[src/rtl/gear_key_conditioner.sv]
// Keypad conditioner for the gear selector: synchronises and debounces
// twelve raw key lines, produces one-clock press pulses on debounced rising
// edges, and runs the P/R/N/D gear selection with a brake and speed
// interlock. Refused gear requests raise a one-clock shift_reject pulse.
module gear_key_conditioner #(
    parameter int DEB_COUNT = 4
) (
    input  logic        clk,
    input  logic        rst_n,
    input  logic        tick_sample,
    input  logic [11:0] key_raw,
    input  logic [7:0]  speed,
    output logic [11:0] key_level,
    output logic [11:0] key_press,
    output logic [3:0]  gear,
    output logic        shift_reject
);

    localparam int         NUM_KEYS  = 12;
    localparam logic [3:0] DEB_LIMIT = 4'(DEB_COUNT);

    localparam logic [3:0] GEAR_P = 4'd3;
    localparam logic [3:0] GEAR_R = 4'd6;
    localparam logic [3:0] GEAR_N = 4'd9;
    localparam logic [3:0] GEAR_D = 4'd12;

    // Key bit positions used by the gear logic
    localparam int KEY_3     = 2;
    localparam int KEY_6     = 5;
    localparam int KEY_7     = 6;
    localparam int KEY_9     = 8;
    localparam int KEY_STAR  = 9;
    localparam int KEY_SHARP = 11;

    logic [11:0] r_sync1;
    logic [11:0] r_sync2;
    logic [3:0]  r_cnt [NUM_KEYS];
    logic [11:0] r_key_level;
    logic [11:0] r_key_press;
    logic [3:0]  r_gear;
    logic        r_shift_reject;

    logic [3:0]  w_cnt_next [NUM_KEYS];
    logic [11:0] w_level_next;
    logic [11:0] w_press_next;
    logic [4:0]  w_request;
    logic        w_req_valid;
    logic [3:0]  w_req_gear;
    logic        w_brake;
    logic        w_speed_ok;
    logic        w_gear_legal;
    logic [3:0]  w_gear_next;
    logic        w_reject_next;

    // Priority decode of the press vector into {valid, requested gear}.
    // KEY_3 wins over KEY_6, then KEY_9, then KEY_SHARP.
    function automatic logic [4:0] f_gear_request(input logic [11:0] press);
        logic [4:0] req;
        req = 5'd0;
        if (press[KEY_3]) begin
            req = {1'b1, GEAR_P};
        end else if (press[KEY_6]) begin
            req = {1'b1, GEAR_R};
        end else if (press[KEY_9]) begin
            req = {1'b1, GEAR_N};
        end else if (press[KEY_SHARP]) begin
            req = {1'b1, GEAR_D};
        end else begin
            req = 5'd0;
        end
        return req;
    endfunction

    // Two-flop synchroniser on every raw key line
    always_ff @(posedge clk or negedge rst_n) begin
        if (!rst_n) begin
            r_sync1 <= 12'd0;
            r_sync2 <= 12'd0;
        end else begin
            r_sync1 <= key_raw;
            r_sync2 <= r_sync1;
        end
    end

    // Per-key debounce: count consecutive differing ticks, toggle at the limit
    always_comb begin
        for (int i = 0; i < NUM_KEYS; i++) begin
            w_cnt_next[i]   = r_cnt[i];
            w_level_next[i] = r_key_level[i];
            if (tick_sample) begin
                if (r_sync2[i] != r_key_level[i]) begin
                    if ((r_cnt[i] + 4'd1) == DEB_LIMIT) begin
                        w_level_next[i] = ~r_key_level[i];
                        w_cnt_next[i]   = 4'd0;
                    end else begin
                        w_cnt_next[i]   = r_cnt[i] + 4'd1;
                    end
                end else begin
                    // any agreeing sample restarts qualification
                    w_cnt_next[i] = 4'd0;
                end
            end else begin
                w_cnt_next[i]   = r_cnt[i];
                w_level_next[i] = r_key_level[i];
            end
        end
        w_press_next = w_level_next & ~r_key_level;
    end

    // Debounce state, debounced levels and rising-edge press pulses
    always_ff @(posedge clk or negedge rst_n) begin
        if (!rst_n) begin
            for (int i = 0; i < NUM_KEYS; i++) begin
                r_cnt[i] <= 4'd0;
            end
            r_key_level <= 12'd0;
            r_key_press <= 12'd0;
        end else begin
            for (int i = 0; i < NUM_KEYS; i++) begin
                r_cnt[i] <= w_cnt_next[i];
            end
            r_key_level <= w_level_next;
            r_key_press <= w_press_next;
        end
    end

    // Gear next-state: arbitrate requests and apply the brake/speed interlock
    always_comb begin
        w_request     = f_gear_request(r_key_press);
        w_req_valid   = w_request[4];
        w_req_gear    = w_request[3:0];
        w_brake       = r_key_level[KEY_STAR] | r_key_level[KEY_7];
        w_speed_ok    = ((w_req_gear != GEAR_P) && (w_req_gear != GEAR_R)) ||
                        (speed == 8'd0);
        w_gear_next   = r_gear;
        w_reject_next = 1'b0;

        case (r_gear)
            GEAR_P, GEAR_R, GEAR_N, GEAR_D: w_gear_legal = 1'b1;
            default:                        w_gear_legal = 1'b0;
        endcase

        if (!w_gear_legal) begin
            // a corrupted gear register falls back to Park
            w_gear_next   = GEAR_P;
            w_reject_next = 1'b0;
        end else if (w_req_valid && (w_req_gear != r_gear)) begin
            if (w_brake && w_speed_ok) begin
                w_gear_next   = w_req_gear;
                w_reject_next = 1'b0;
            end else begin
                w_gear_next   = r_gear;
                w_reject_next = 1'b1;
            end
        end else begin
            // no request, or a request for the gear already engaged
            w_gear_next   = r_gear;
            w_reject_next = 1'b0;
        end
    end

    // Gear state register and registered reject pulse
    always_ff @(posedge clk or negedge rst_n) begin
        if (!rst_n) begin
            r_gear         <= GEAR_P;
            r_shift_reject <= 1'b0;
        end else begin
            r_gear         <= w_gear_next;
            r_shift_reject <= w_reject_next;
        end
    end

    // Outputs are driven straight from registers
    assign key_level    = r_key_level;
    assign key_press    = r_key_press;
    assign gear         = r_gear;
    assign shift_reject = r_shift_reject;

endmodule

[config.mk]
export PLATFORM = sky130hd
export DESIGN_NAME = gear_key_conditioner
export DESIGN_NICKNAME = d
export VERILOG_FILES = /design/src/rtl/gear_key_conditioner.sv
export SDC_FILE = /design/constraint.sdc
export NUM_CORES = 1
export LEC_CHECK = 0
export BUFFER_PORTS_ARGS = -buffer_cell sky130_fd_sc_hd__buf_4
export CAP_MARGIN = 25
export CORE_UTILIZATION = 53
export CTS_CLUSTER_SIZE = 20
export DETAILED_ROUTE_END_ITERATION = 6
export PLACE_DENSITY = 0.86
export SYNTH_ARGS = -nofsm -noshare
export SYNTH_HDL_FRONTEND = slang
export SYNTH_SLANG_ARGS = --single-unit
[constraint.sdc]
create_clock -name clk -period 1.7 [get_ports clk]
set_clock_uncertainty 0.1 [all_clocks]
set_input_delay 0.085 -clock clk [delete_from_list [all_inputs] [get_ports clk]]
set_output_delay 0.085 -clock clk [all_outputs]
set_load 0.01 [all_outputs]
### After elaboration in Yosys (flattened, before gate mapping)

Index checks and enable logic that the tools add are counted.

* bits in registers: 101
* latch bits: 0
* memory bits (writable): 0
* memory bits (read-only): 0
* input bits: 23
* logic and storage cells: 156
* memories: 0

* add/subtract/negate cells: 12
* $mul: 0
* div/mod/pow operators: 0
* magnitude comparators: 0
* equality and inequality tests: 33
* shifts and indexed selects: 0
* muxes and demuxes: 71
* bitwise logic cells: 15
* reductions and logical operators: 7

Operator list (count)
* 4-bit two-way mux: 27
* 4-bit by 3-bit == test with 1-bit output, second input constant: 13
* 4-bit by 1-bit adder with 4-bit output, second input constant: 12
* 1-bit two-way mux: 40
* 5-bit two-way mux: 4
* 12-bit AND: 1
* 1-bit inequality test: 12
* 1-bit NOT: 12
* 12-bit NOT: 1
* 4-bit == test, second input constant: 2
* 8-bit zero test: 1
* 4-bit by 2-bit == test with 1-bit output, second input constant: 1
* 2-bit by 1-bit inequality test with 1-bit output, second input constant: 2
* 4-bit by 2-bit inequality test with 1-bit output, second input constant: 1
* 4-bit by 3-bit inequality test with 1-bit output, second input constant: 1
* 4-bit inequality test: 1
* 4-bit OR reduction: 1
* 1-bit logical AND: 3
* 2-bit AND reduction: 1
* 1-bit logical OR: 1
* 1-bit bitwise OR: 1

### Depth between registers and ports, before layout

* depth in word-level cells: 11
* depth in mapped cells: 6
* gate-level depth less buffers: 6

### Least setup slack after synthesis

No wires, ideal clock.

* path kind: register to register
* from: register r_key_press[2], in the netlist key_press[2]
* to: register r_gear[2], in the netlist gear[2]
* setup time: 0.124 ns
* arrival: 1.590 ns
* data required time: 1.476 ns
* setup slack: -0.114 ns
* cell stages (with the launch flop): 7
* buffers on the path: 0
* cell sequence: dfrtp_1 -> or3b_1 -> a21oi_2 -> o211ai_2 -> o21bai_4 -> nor3_1 -> or2_1

* word-level cells in the longest chain between the ends: 7
* elaborated cells between the ends (all ways): 14
* classes of those cells: 5 x eq/ne; 4 x mux; 5 x reduce/logical

RTL lines
* start, declared: RTL line 39 `logic [11:0] r_key_press;`
* start signal, assigned: RTL line 123 `r_key_press <= w_press_next;`
* 5-bit two-way mux (*): RTL line 60 `if (press[KEY_3]) begin`
* 4-bit by 2-bit inequality test with 1-bit output or 4-bit by 3-bit inequality test with 1-bit output (tied branches): RTL line 133 `w_speed_ok = ((w_req_gear != GEAR_P) && (w_req_gear != GEAR_R)) ||`
* 1-bit logical AND: RTL line 133
* 1-bit logical OR: RTL line 133
* 1-bit logical AND: RTL line 148 `if (w_brake && w_speed_ok) begin`
* 2-bit by 1-bit inequality test with 1-bit output (no line)
* 2-bit AND reduction (no line)
* end signal, assigned: RTL line 168 `r_gear <= w_gear_next;`
* end, declared: RTL line 40 `logic [3:0] r_gear;`

Mark *: on every way between the ends. The rest lies on a longest branch, timed or not. The select of a mux whose other input is x is not followed.
A chain may end at the register's enable or synchronous reset.

### Final worst setup path

Ends and elaborated chain as after synthesis.

==> run_results.csv <==
group,metric,value,unit
routing,detail-route-antenna-nets,0,
clock_tree,numCtsBuffers,9,
finish,fillers,635,
worst_setup_path,cp-startpoint,"key_press[2]$_DFF_PN0_",
routing,post-route-drc-count,5,
global_routing,grt_pass1_wl,15200,um
sta,slew_viol_final,0,
yosys,synth-xor-area-share,5.42,%
yosys,ys.warnings.count,0,
yosys,synth_ff_type,"dfrtp_1",
yosys,synth_seq_cells,101,
sta,setup_violations,5,
yosys,synth-seq-area-share,52.1,%
clock_tree,htreeDepth,3,
clock_tree,cts_tree,"done",
power_and_ir_drop,p_per_area,1250,mW/mm^2
global_routing,first_global_vias,3567,
worst_setup_path,path_max_fanout,5,
floorplanning,core,0.00881,mm^2
global_routing,use_met2,37.2,%
power_and_ir_drop,irDropWorstVdd,0.722,mV
yosys,synth_top_family_by_area,"simple AND/OR/NAND/NOR gates",
finish,seq_area,0.00254,mm^2
yosys,syn_nets,487,
status,status,"finished with violations",
yosys,synth_area,0.00485,mm^2
sta,worst_slack,-249,ps
place,io_buffer_count,51,
floorplanning,io_pins,52,
worst_setup_path,r2r_slack,-250,ps
floorplanning,num_rows,34,
sta,fin_setup_tns,-810,ps
sta,clock.fmax,0.513,GHz
yosys,yosysTopAreaCell,"dfrtp_1",
worst_setup_path,worstSetupStartpointType,"register",
clock_tree,path_clk_slew,90,ps
yosys,synthCells,444,
floorplanning,die_x,97.7,um
yosys,synth_fa_ha_area_share,5.16,%
yosys,yosys.cell_types.count,42,
floorplanning,initial_core_util,55.1,%
global_routing,antenna_found_initial,0,
floorplanning,die_area,0.00954,mm^2
yosys,synth_top_cell_area_share,51.1,%
finish,multi_input_area,0.00231,mm^2
clock_tree,cts_root_buffer,"clkbuf_8",
finish,drive_gt1_share,26.4,%
yosys,syn_area_per_cell,10.9,um^2
sta,min_period,1950,ps
clock_tree,clkLatencyLatePin,370,ps
place,place.gp.congestion,0.799,
yosys,synthMuxAreaShare,4.64,%
worst_setup_path,r2r_start,"key_press[2]$_DFF_PN0_",
global_routing,grt_overflow,0,
clock_tree,clock-sinks,101,
finish,syn_to_final_growth,22.7,%
sta,slew_headroom,68.0,%
floorplanning,die_h,97.7,um
finish,layout_common_cells,"90 x dfrtp_1, 72 x buf_4, 53 x nand2_1",
power_and_ir_drop,power_leakage,0.00269,uW
sta,tightest_slew,476,ps
global_routing,grt_use_total,19.9,%
routing,route.vias.total,3587,
worst_setup_path,cp.required,1850,ps
finish,antenna_cells,0,
yosys,synthSimpleGateAreaFrac,15.9,%
routing,drtIter0Drc,134,
finish,final_core_util,67.6,%
status,violations,"DRC, setup timing",
routing,wire_per_inst,14.0,um
global_routing,grt_max_degree,34,
yosys,synth.area.top_cells,"dfrtp_1 51%, ha_1 5.2%, xnor2_1 4.9%, nor3b_1 4.8%, mux2_2 4.6%",
sta,post-route-period-util,115,%
routing,vias_per_cell,5.56,
worst_setup_path,endpoint_kind,"register",
routing,drt_first_pass_iters,7,
sta,hold_violations,0,
min_path,hold_class,"input pin to asynchronous set/reset pin",
worst_setup_path,path_class,"register to register",
routing,finalWirelength,9000,um
sta,grt_setup_unrepaired,"yes",
global_routing,grt_util_met1,21.9,%
place,hpwlAfterDp,6100,um
yosys,synth-edff-count,0,
flow_run,cap_viol_max_count,0,
yosys,synth_compound_area_share,14.2,%
yosys,synth-async-reset-ratio,100,%
clock_tree,clockBufferDepth,2,
finish,nets,576,
worst_setup_path,crit_arrival,2100,ps
global_routing,busiest_layer,"met2",
finish,final_common_cell,"dfrtp_1",
global_routing,grt_util_met3,4.03,%
sta,whs,98.5,ps
-- metrics by stage --
step	worst slack [ps]	cells	power [uW]	area [um^2]
2_1_floorplan	-80.6	444	5090	4850
3_3_place_gp	-87.0	612	5740	5500
3_5_place_dp	-213	612	5920	5500
4_1_cts	-168	641	7320	5810
5_1_grt	-330	645	7960	5950
6_report	-249	645	7420	5950
-- routing by layer --
metal	routed length (um)	vias up
met3	269	15
met1	3820	1764
met5	0	-
li1	-	1758
met4	169	0
met2	4750	50
-- cell type report --
cell class | instances | share of cell area (%)
Tap cell | 108 | 2.27
Multi-Input combinational cell | 311 | 38.8
Sequential cell | 101 | 42.7
Clock inverter | 5 | 0.589
Timing Repair Buffer | 88 | 12.1
Clock buffer | 10 | 2.14
Inverter | 22 | 1.39
-- critical path: stages, from the launching register on --
cell	delay (ps)
dfrtp_2	450
or3b_4	420
a21oi_4	200
o211ai_2	140
o21bai_4	200
nor3_1	110
or2_1	220
-- worst paths after layout --
kind | end | cells past startpoint
max in group asynchronous | r_cnt[23]$_DFFE_PN0P_ | 3
worst min-delay path | shift_reject$_DFF_PN0_ | 2
worst min register to register | r_sync2[11]$_DFF_PN0_ | 0
worst max-delay path | gear[2]$_DFFE_PN0P_ | 6
min in group clk | shift_reject$_DFF_PN0_ | 6
worst max register to register | gear[2]$_DFFE_PN0P_ | 6
-- registers in the layout (all words and copies together), names as in the netlist --
signal and flops:
key_level 12, gear 4, key_press 12, r_sync2 12, shift_reject 1, r_sync1 12, r_cnt 48
-- cells in the mapped netlist, drive strengths merged (4+ instances only) --
library cell	number
clkbuf	8
o31ai	14
a22o	9
o21ai	22
o21a	5
dfrtp	99
nor3	6
nor2	18
mux2	20
ha	20
inv	22
a21oi	5
and3	8
o21bai	4
nor3b	31
nand2	55
nand3b	7
o32ai	4
nand3	4
a21o	8
o22ai	14
xnor2	27
-- report_power, final --
| group | leakage (uW) | switching [uW] | internal, uW |
|---|---|---|---|
| Combinational | 0.00131 | 1210 | 1310 |
| Clock | 0.0000829 | 806 | 530 |
| Sequential | 0.00130 | 626 | 2940 |
-- cells by family after synthesis --
group / Yosys count
flip-flops: 101
buffers and inverters: 32
AO/OA/AOI/OAI: 96
XOR/XNOR: 30
multiplexers: 20
adder cells (fa/ha/maj): 20
AND/OR/NAND/NOR: 145
-- what timing repair did --
action / in CTS / in global routing
pin swaps: 0 / 4
resized for setup: 5 / 29
hold buffers: 14 / 0
setup buffers: 0 / 4
setup endpoints to repair: 9 / 18
endpoints found under the hold margin: 114 / 0
Note: power is estimated with default switching activity, not from simulation.
